`src/rtl/rename_fl_pkg.sv`:
```
// rename_fl_pkg: shared types and sizes for the rename stage
package rename_fl_pkg;
    localparam int ARFSIZE = 32;
    localparam int PRFSIZE = 64;
    localparam int AW = $clog2(ARFSIZE);
    localparam int PW = $clog2(PRFSIZE);
    localparam bit ZERO_REG = 1'b1;
    localparam int ID_BITS = 8;

    typedef logic [AW-1:0] areg_id_t;
    typedef logic [PW-1:0] preg_id_t;
    typedef logic [PW:0] fl_ptr_t;

    localparam fl_ptr_t FL_FULL = fl_ptr_t'(PRFSIZE);

    typedef struct packed {
        areg_id_t rs1;
        areg_id_t rs2;
        areg_id_t rd;
        logic     rs1_valid;
        logic     rs2_valid;
        logic     rd_valid;
    } si_t;

    typedef struct packed {
        si_t                si;
        logic [ID_BITS-1:0] id;
        logic               fault;
        logic               valid;
        preg_id_t           prs1;
        preg_id_t           prs2;
        logic               prs1_renammed;
        logic               prs2_renammed;
        preg_id_t           prd;
        preg_id_t           prd_old;
        logic               prd_old_valid;
    } di_t;

    typedef struct packed {
        areg_id_t rd;
        preg_id_t prd;
        preg_id_t prd_old;
        logic     prd_old_valid;
        logic     needprf2arf;
    } rob_entry_t;

    typedef struct packed {
        logic     valid;
        preg_id_t preg;
    } rmt_entry_t;

    // areg 0 is hardwired and never takes part in renaming
    function automatic logic is_zero(areg_id_t a);
        return ZERO_REG && (a == '0);
    endfunction
endpackage

```
`src/rtl/rename_fl_free_list.sv`:
```
// rename_fl_free_list: circular free list of pregs with speculative and committed heads
module rename_fl_free_list
    import rename_fl_pkg::*;
(
    input  logic     clk,
    input  logic     rstn,
    input  logic     pop_i,
    input  logic     push_i,
    input  preg_id_t push_preg_i,
    input  logic     commit_i,
    input  preg_id_t commit_preg_i,
    input  logic     restore_i,
    output preg_id_t head_preg_o,
    output fl_ptr_t  count_o
);
    preg_id_t fl_q [PRFSIZE];
    fl_ptr_t  head_q, head_d, tail_q, tail_d, chead_q, chead_d;

    assign head_preg_o = fl_q[head_q[PW-1:0]];
    assign count_o     = tail_q - head_q;

    // Pointer next state; a restore rewinds head to the committed head including this cycle's retire
    always_comb begin
        chead_d = chead_q + fl_ptr_t'(commit_i);
        tail_d  = tail_q + fl_ptr_t'(push_i);
        head_d  = restore_i ? chead_d : head_q + fl_ptr_t'(pop_i);
    end

    // List storage and pointers; freed pregs land at the tail
    always_ff @(posedge clk or negedge rstn) begin
        if (!rstn) begin
            for (int i = 0; i < PRFSIZE; i++) fl_q[i] <= preg_id_t'(i);
            head_q  <= '0;
            chead_q <= '0;
            tail_q  <= FL_FULL;
        end else begin
            if (push_i) fl_q[tail_q[PW-1:0]] <= push_preg_i;
            head_q  <= head_d;
            chead_q <= chead_d;
            tail_q  <= tail_d;
        end
    end

    // Invariants: never more than PRFSIZE free, retirement consumes the list in allocation order
    always_ff @(posedge clk) begin
        if (rstn) begin
            assert (count_o <= FL_FULL);
            if (commit_i) assert (fl_q[chead_q[PW-1:0]] == commit_preg_i);
        end
    end
endmodule

```
`src/rtl/rename_fl.sv`:
```
// rename_fl: rename stage with speculative/committed maps and a recycling free list
module rename_fl
    import rename_fl_pkg::*;
(
    input  logic       clk,
    input  logic       rstn,
    input  logic       flush_i,
    input  di_t        di_i,
    input  logic       di_i_valid,
    output logic       di_i_ready,
    output di_t        di_o,
    output logic       di_o_valid,
    input  logic       di_o_ready,
    input  rob_entry_t retire_entry_i,
    input  logic       retire_entry_i_valid,
    output fl_ptr_t    free_count_o
);
    rmt_entry_t srmt_q [ARFSIZE];
    rmt_entry_t srmt_d [ARFSIZE];
    rmt_entry_t crmt_q [ARFSIZE];
    rmt_entry_t crmt_d [ARFSIZE];
    di_t        di_o_q, di_o_d;
    logic       di_o_valid_q;
    logic       need_alloc, stall, fire, alloc, commit, push;
    preg_id_t   head_preg;
    fl_ptr_t    count;

    rename_fl_free_list u_fl (
        .clk          (clk),
        .rstn         (rstn),
        .pop_i        (alloc),
        .push_i       (push),
        .push_preg_i  (retire_entry_i.prd_old),
        .commit_i     (commit),
        .commit_preg_i(retire_entry_i.prd),
        .restore_i    (flush_i),
        .head_preg_o  (head_preg),
        .count_o      (count)
    );

    assign di_o         = di_o_q;
    assign di_o_valid   = di_o_valid_q;
    assign free_count_o = count;

    // Handshake: stall only when this instr needs a preg and none is free right now
    always_comb begin
        need_alloc = di_i.si.rd_valid && !is_zero(di_i.si.rd);
        stall      = di_i_valid && need_alloc && (count == '0);
        di_i_ready = !flush_i && (!di_o_valid_q || di_o_ready) && !stall;
        fire       = di_i_valid && di_i_ready;
        alloc      = fire && need_alloc;
        commit     = retire_entry_i_valid && retire_entry_i.needprf2arf;
        push       = commit && retire_entry_i.prd_old_valid;
    end

    // Rename from the pre-update speculative map, so rs==rd sees the previous mapping
    always_comb begin
        di_o_d               = di_i;
        di_o_d.prs1          = srmt_q[di_i.si.rs1].preg;
        di_o_d.prs2          = srmt_q[di_i.si.rs2].preg;
        di_o_d.prs1_renammed = srmt_q[di_i.si.rs1].valid && di_i.si.rs1_valid && !is_zero(di_i.si.rs1);
        di_o_d.prs2_renammed = srmt_q[di_i.si.rs2].valid && di_i.si.rs2_valid && !is_zero(di_i.si.rs2);
        di_o_d.prd           = need_alloc ? head_preg : '0;
        di_o_d.prd_old       = need_alloc ? srmt_q[di_i.si.rd].preg : '0;
        di_o_d.prd_old_valid = need_alloc && srmt_q[di_i.si.rd].valid;
    end

    // Map next state: retire updates the committed map; flush copies it (with this retire) into the speculative one
    always_comb begin
        crmt_d = crmt_q;
        if (commit) crmt_d[retire_entry_i.rd] = '{valid: 1'b1, preg: retire_entry_i.prd};
        srmt_d = srmt_q;
        if (flush_i) srmt_d = crmt_d;
        else if (alloc) srmt_d[di_i.si.rd] = '{valid: 1'b1, preg: head_preg};
    end

    // Maps and the output register; flush squashes the instruction held at the output
    always_ff @(posedge clk or negedge rstn) begin
        if (!rstn) begin
            for (int i = 0; i < ARFSIZE; i++) begin
                srmt_q[i] <= '0;
                crmt_q[i] <= '0;
            end
            di_o_q       <= '0;
            di_o_valid_q <= 1'b0;
        end else begin
            srmt_q       <= srmt_d;
            crmt_q       <= crmt_d;
            if (fire) di_o_q <= di_o_d;
            di_o_valid_q <= !flush_i && (fire || (di_o_valid_q && !di_o_ready));
        end
    end
endmodule

```
`config.mk`:
```
export PLATFORM = sky130hd
export DESIGN_NAME = rename_fl
export DESIGN_NICKNAME = d
export VERILOG_FILES = /design/src/rtl/rename_fl_pkg.sv /design/src/rtl/rename_fl_free_list.sv /design/src/rtl/rename_fl.sv
export SDC_FILE = /design/constraint.sdc
export NUM_CORES = 2
export LEC_CHECK = 0
export CAP_MARGIN = 20
export CORE_MARGIN = 2
export CORE_UTILIZATION = 25
export CTS_BUF_LIST = sky130_fd_sc_hd__clkbuf_16
export DETAILED_ROUTE_END_ITERATION = 10
export PLACE_DENSITY = 0.5
export SETUP_SLACK_MARGIN = 0.15
export SLEW_MARGIN = 20
export SYNTH_ARGS = -nofsm -noshare
export SYNTH_HDL_FRONTEND = slang
export SYNTH_SLANG_ARGS = --single-unit
```
`constraint.sdc`:
```
create_clock -name clk -period 6.6 [get_ports clk]
set_input_delay 1.32 -clock clk [delete_from_list [all_inputs] [get_ports clk]]
set_output_delay 1.32 -clock clk [all_outputs]
set_load 0.05 [all_outputs]
```
# --- After elaboration in Yosys (flattened, before gate mapping) ---
# Cells that the tools add are included.
# W data, S select, Z words.
totals:
  wordCells: 291
  inputBits: 80
  regBits: 909
classes:
  n_mux: 27
  n_addsub: 4
  bitwise_logic: 6
  reduce_logical: 33
  order_cmp: 9
ops:
  columns: ["cell", "count"]
  rows:
  - ["$mux W224", 3]
  - ["$bwmux W224", 2]
  - ["$bwmux W384", 1]
  - ["$bmux W7 S5", 3]
  - ["$demux W7 S5", 2]
  - ["$mux W7", 9]
  - ["$bmux W6 S6", 1]
  - ["$demux W6 S6", 1]
  - ["$mux W6", 5]
  - ["$ge A6 B6 Y1 const B", 4]
  - ["$not A5 Y6", 4]
  - ["$add A7 B1 Y7", 3]
  - ["$logic_and A1 B1 Y1", 19]
  - ["$logic_not A5 Y1", 3]
  - ["$ge A7 B7 Y1 const B", 2]
  - ["$not A6 Y7", 2]
  - ["$lt A6 B1 Y1 const B", 2]
  - ["$logic_not A1 Y1", 7]
  - ["$logic_not A7 Y1", 1]
  - ["$lt A7 B1 Y1 const B", 1]
  - ["$sub A7 B7 Y7", 1]
  - ["$logic_or A1 B1 Y1", 2]
  - ["$reduce_bool A2 Y1", 1]

# --- Depth between registers and ports, before layout ---
logic_depth:
  depth_word: 11
  mapped_depth: 19
  mapped_depth_nobuf: 15

# --- Cells and area by module ---
# From an unflattened synthesis, not the netlist that was laid out.
unflattened:
  cells_unflattened: 3313
  hier_area_um2: 45829.0
by_module_without_submodules:
  columns: ["mod", "cells_per_inst", "instances", "area_per_inst_um2"]
  rows:
  - ["rename_fl", 2003, 1, 26726.9]
  - ["rename_fl_free_list", 1310, 1, 19102.1]

# --- Least setup slack after synthesis ---
# OpenSTA, ideal clock, no wires.
synth_path:
  path_kind: "register to output"
  start: "reg u_fl.head_q[1]"
  end: "out di_i_ready"
  setup_slack_ns: 1.342
  stages_incl_launch_ff: 13
  path_buffers: 4
  arrival_time_ns: 3.938
  required_time_ns: 5.280
  cell_sequence: "dfrtp_1 > clkbuf_1 > buf_2 > buf_1 > inv_1 > ha_1 > nand2b_1 > a21oi_1 > xor2_1 > or4_1 > buf_2 > nor2_1 > a21oi_1"
synth_via:
  elab_chain_len: 5
synth_lines:
  columns: ["element", "line", "source"]
  rows:
  - ["start, declared", "rename_fl_free_list.sv:17", "fl_ptr_t head_q, head_d, tail_q, tail_d, chead_q, chead_d;"]
  - ["start signal, assigned", "rename_fl_free_list.sv:33", "head_q <= '0;"]
  - ["start signal, assigned", "rename_fl_free_list.sv:38", "head_q <= head_d;"]
  - ["$sub A7 B7 Y7", "rename_fl_free_list.sv:20", "assign count_o = tail_q - head_q;"]
  - ["net free_count_o[3]", "rename_fl.sv:16", "output fl_ptr_t free_count_o"]
  - ["$logic_not A7 Y1", "rename_fl.sv:48", "stall = di_i_valid && need_alloc && (count == '0);"]
  - ["$logic_and A1 B1 Y1", "rename_fl.sv:48", null]
  - ["$logic_not A1 Y1", "rename_fl.sv:49", "di_i_ready = !flush_i && (!di_o_valid_q || di_o_ready) && !stall;"]
  - ["$logic_and A1 B1 Y1", "rename_fl.sv:49", null]
  - ["end, declared", "rename_fl.sv:10", "output logic di_i_ready,"]
# The timed path passes the listed nets, and every way through them passes these cells.

# --- Worst setup path after layout ---
layout_path:
  start: "reg u_fl.tail_q[1]"
  end: "out di_i_ready"
layout_via:
  elab_chain_len: 5
layout_lines:
  columns: ["element", "line", "source"]
  rows:
  - ["start, declared", "rename_fl_free_list.sv:17", null]
  - ["start signal, assigned", "rename_fl_free_list.sv:40", "tail_q <= tail_d;"]
  - ["$sub A7 B7 Y7", "rename_fl_free_list.sv:20", null]
  - ["$logic_not A7 Y1", "rename_fl.sv:48", null]
  - ["$logic_and A1 B1 Y1", "rename_fl.sv:48", null]
  - ["$logic_not A1 Y1", "rename_fl.sv:49", null]
  - ["$logic_and A1 B1 Y1", "rename_fl.sv:49", null]
# Every way passes these cells.

==> reports/qor.csv <==
metric,value,unit
die_w,426.8,um
worst-path-buf-inv,3,
grt_pass1_vias,29440,
ys_ff_latch,909,
drive_gt1_share,39.68,%
timing.rr.end,u_fl.head_q[6],
start_kind,flop,
grt_max_degree,172,
synth_ff_type,dfrtp_1,
ys.warnings.count,0,
yosys.area_share.simple,7.115,%
clock-skew-final,0.04493,ns
period_share,89.20,%
clkTransAtPathRegs,0.06,ns
fp.dieH,426.8,um
outcome,"finished, final reports clean",
antenna_found_initial,4,
area_growth,14.87,%
hold_depth,2,
cpMostUsedCell,inv_1,
synth_top_family_by_area,multiplexers,
drt-pass1-iter-count,5,
synthAdderAreaFrac,0.3808,%
reg2reg_depth,15,
ant_nets,0,
place_congestion,0.8926,
finalMaxSlewViolations,0,
cts_root_buf,clkbuf_16,
dp_hpwl,89580,um
critical_path_class,reg -> out,
crit_path_end_kind,primary output,
final_nets,3374,
synth_xor_area_share,0.3920,%
yosysTopAreaCellShare,40.10,%
r2r_start,u_fl.tail_q[1],
fin_area,51330,um2
cpLargestDelayFamily,simple AND/OR/NAND/NOR gates,
worstPathCellList,inv_1 -> fa_1 -> inv_1 -> nor3_1 -> o311ai_0 -> or4_1 -> nor2_1 -> a21oi_1 -> clkdlybuf4s50_1,
cp-startpoint,u_fl.tail_q[1],
grtUsageTotal,15.50,%
yosysMostFrequentCell,dfrtp_1,
netlist_instances,3265,
powerDensity,335.4,nW/um2
async_flop_share,100.0,%
dp_slack,1.226,ns
grt_pass1_wl,210000,um
grt-ovfl-total,0,
critical_path.max_stage_delay,0.77,ns
period_minus_slack,5.887,ns
cp.depth,9,
tightest_slew,1.208,ns
initial_core_util,25.10,%
clock_sinks,909,
ys_seq_area_share,51.45,%
core-area,178000,um2
critPathCapture,di_i_ready,
critPathArrivalTime,4.57,ns
num_io_pins,144,
cp_slowest_cell,clkdlybuf4s50_1,
fin_ws,0.7128,ns
numCtsBuffers,96,
synthTopCellsByCount,"716 x dfrtp_1, 587 x mux2_2, 288 x mux4_2, 242 x nand2_1, 193 x dfstp_2",
regToRegSetupSlack,2.15,ns
drt_iter0_drc,2636,
tns,0,ns
max_cap_viol_count,0,
clock_latency,0.74,ns
cts_max_level,3,
leakagePower,21.68,nW
fillers,18137,
synth_area_leaders,"dfrtp_1 40%, mux2_2 15%, mux4_2 15%",
power,17.21,mW
post_cts_buffers,0,
wl_per_cell,24.92,um
finalWirelength,142500,um
placed_area,48220,um2
fmax,0.1699,GHz
clockBufferDepth,3,
io_buffers,116,
vias,29037,
cts_hold_buf,0,
via_per_inst,5.078,
ir_drop,0.3078,mV
slew_headroom,19.16,%
avgSynthCellArea,13.69,um2
synthMuxAreaShare,29.67,%
cts_tree,done,
hp-class,reg -> reg,
num_rows,155,
setup_viol,0,
synth_nets,3358,
cts_resized,0,
synth_top_cell_by_area,dfrtp_1,
synth_cell_types,54,
rsz0062_at_grt,false,
drc,0,
critPathMaxFanout,9,
final_hold_viol_count,0,
synth_compound_area_share,7.983,%
cp.required,5.28,ns
netlist_area,44680,um2
die_area,182100,um2
synth_edf_count,0,
how the worst min path moves through the flow:
stage	start	to
after floorplan	crmt_q[139]	crmt_q[139]
final	crmt_q[62]	crmt_q[62]
after global routing	crmt_q[118]	crmt_q[118]
after CTS	crmt_q[55]	crmt_q[55]
after detailed placement	crmt_q[55]	crmt_q[55]
after global placement	crmt_q[48]	crmt_q[48]
cells in the final DEF, fill, tap and decap left out, drive strengths merged, types with 22 or more instances in the layout:
master / instances
and2: 70
a31oi: 23
inv: 64
mux4: 288
clkdlybuf4s50: 96
buf: 93
nor2b: 22
clkbuf: 96
nor2: 120
dfrtp: 716
nand2b: 23
o21ai: 93
nand2: 242
clkinv: 43
nor3b: 56
a22o: 28
mux2: 587
nand3: 35
a21oi: 62
a22oi: 114
dfstp: 193
a221o: 102
layout make-up:
cell class,instances,area (um2),area share (%)
Multi-Input combinational cell,2049,20440,39.83
Sequential cell,909,23000,44.80
Clock buffer,96,2402,4.681
Clock inverter,83,690.7,1.346
Timing Repair Buffer,189,1712,3.335
Tap cell,2355,2947,5.741
Inverter,36,135.1,0.2633
Antenna cell,1,2.502,0.004876
logic make-up (layout without fill, tap and decap cells):
family	count (synthesis)	in the layout
flip-flops	909	909
multiplexers	891	891
AND/OR/NAND/NOR	640	640
AO/OA/AOI/OAI	485	485
buffers and inverters	307	404
XOR/XNOR	20	20
adder cells (fa/ha/maj)	13	13
other	0	1
where the power goes:
part           total, mW  internal [mW]  switching (mW)
Clock               5.43           2.99            2.45
Sequential          6.83           6.30           0.535
Combinational       4.95           1.75            3.20
metrics by stage:
step	std cells	util (%)	hold WS [ns]
3_5_place_dp	5538	27.09	0.4324
4_1_cts	5717	28.82	0.4487
3_3_place_gp	5538	27.09	0.4264
5_1_grt	5718	28.83	0.4595
2_1_floorplan	3265	-	0.4160
6_report	5718	28.83	0.4465
layer usage:
metal / routed length [um] / track usage (%) / part of all wire (%) / up-vias
li1: - / - / - / 12334
met1: 63490 / 21.73 / 45 / 15421
met2: 64930 / 23.87 / 46 / 1023
met3: 8745 / 2.856 / 6.1 / 255
met4: 5272 / 5.493 / 3.7 / 4
met5: 34 / 0 / 0.024 / -
state kept, by name (all words and copies together) (netlist names):
register,count
srmt_q,224
u_fl.head_q,7
u_fl.tail_q,7
di_o,55
di_o_valid,1
u_fl.fl_q,384
crmt_q,224
u_fl.chead_q,7
tightest hold or removal path, stage by stage (launching register included):
cell     delay, ns
dfrtp_1       0.32
nor2_1        0.05
inv_1         0.04
Note: power is estimated with default switching activity, not from simulation.
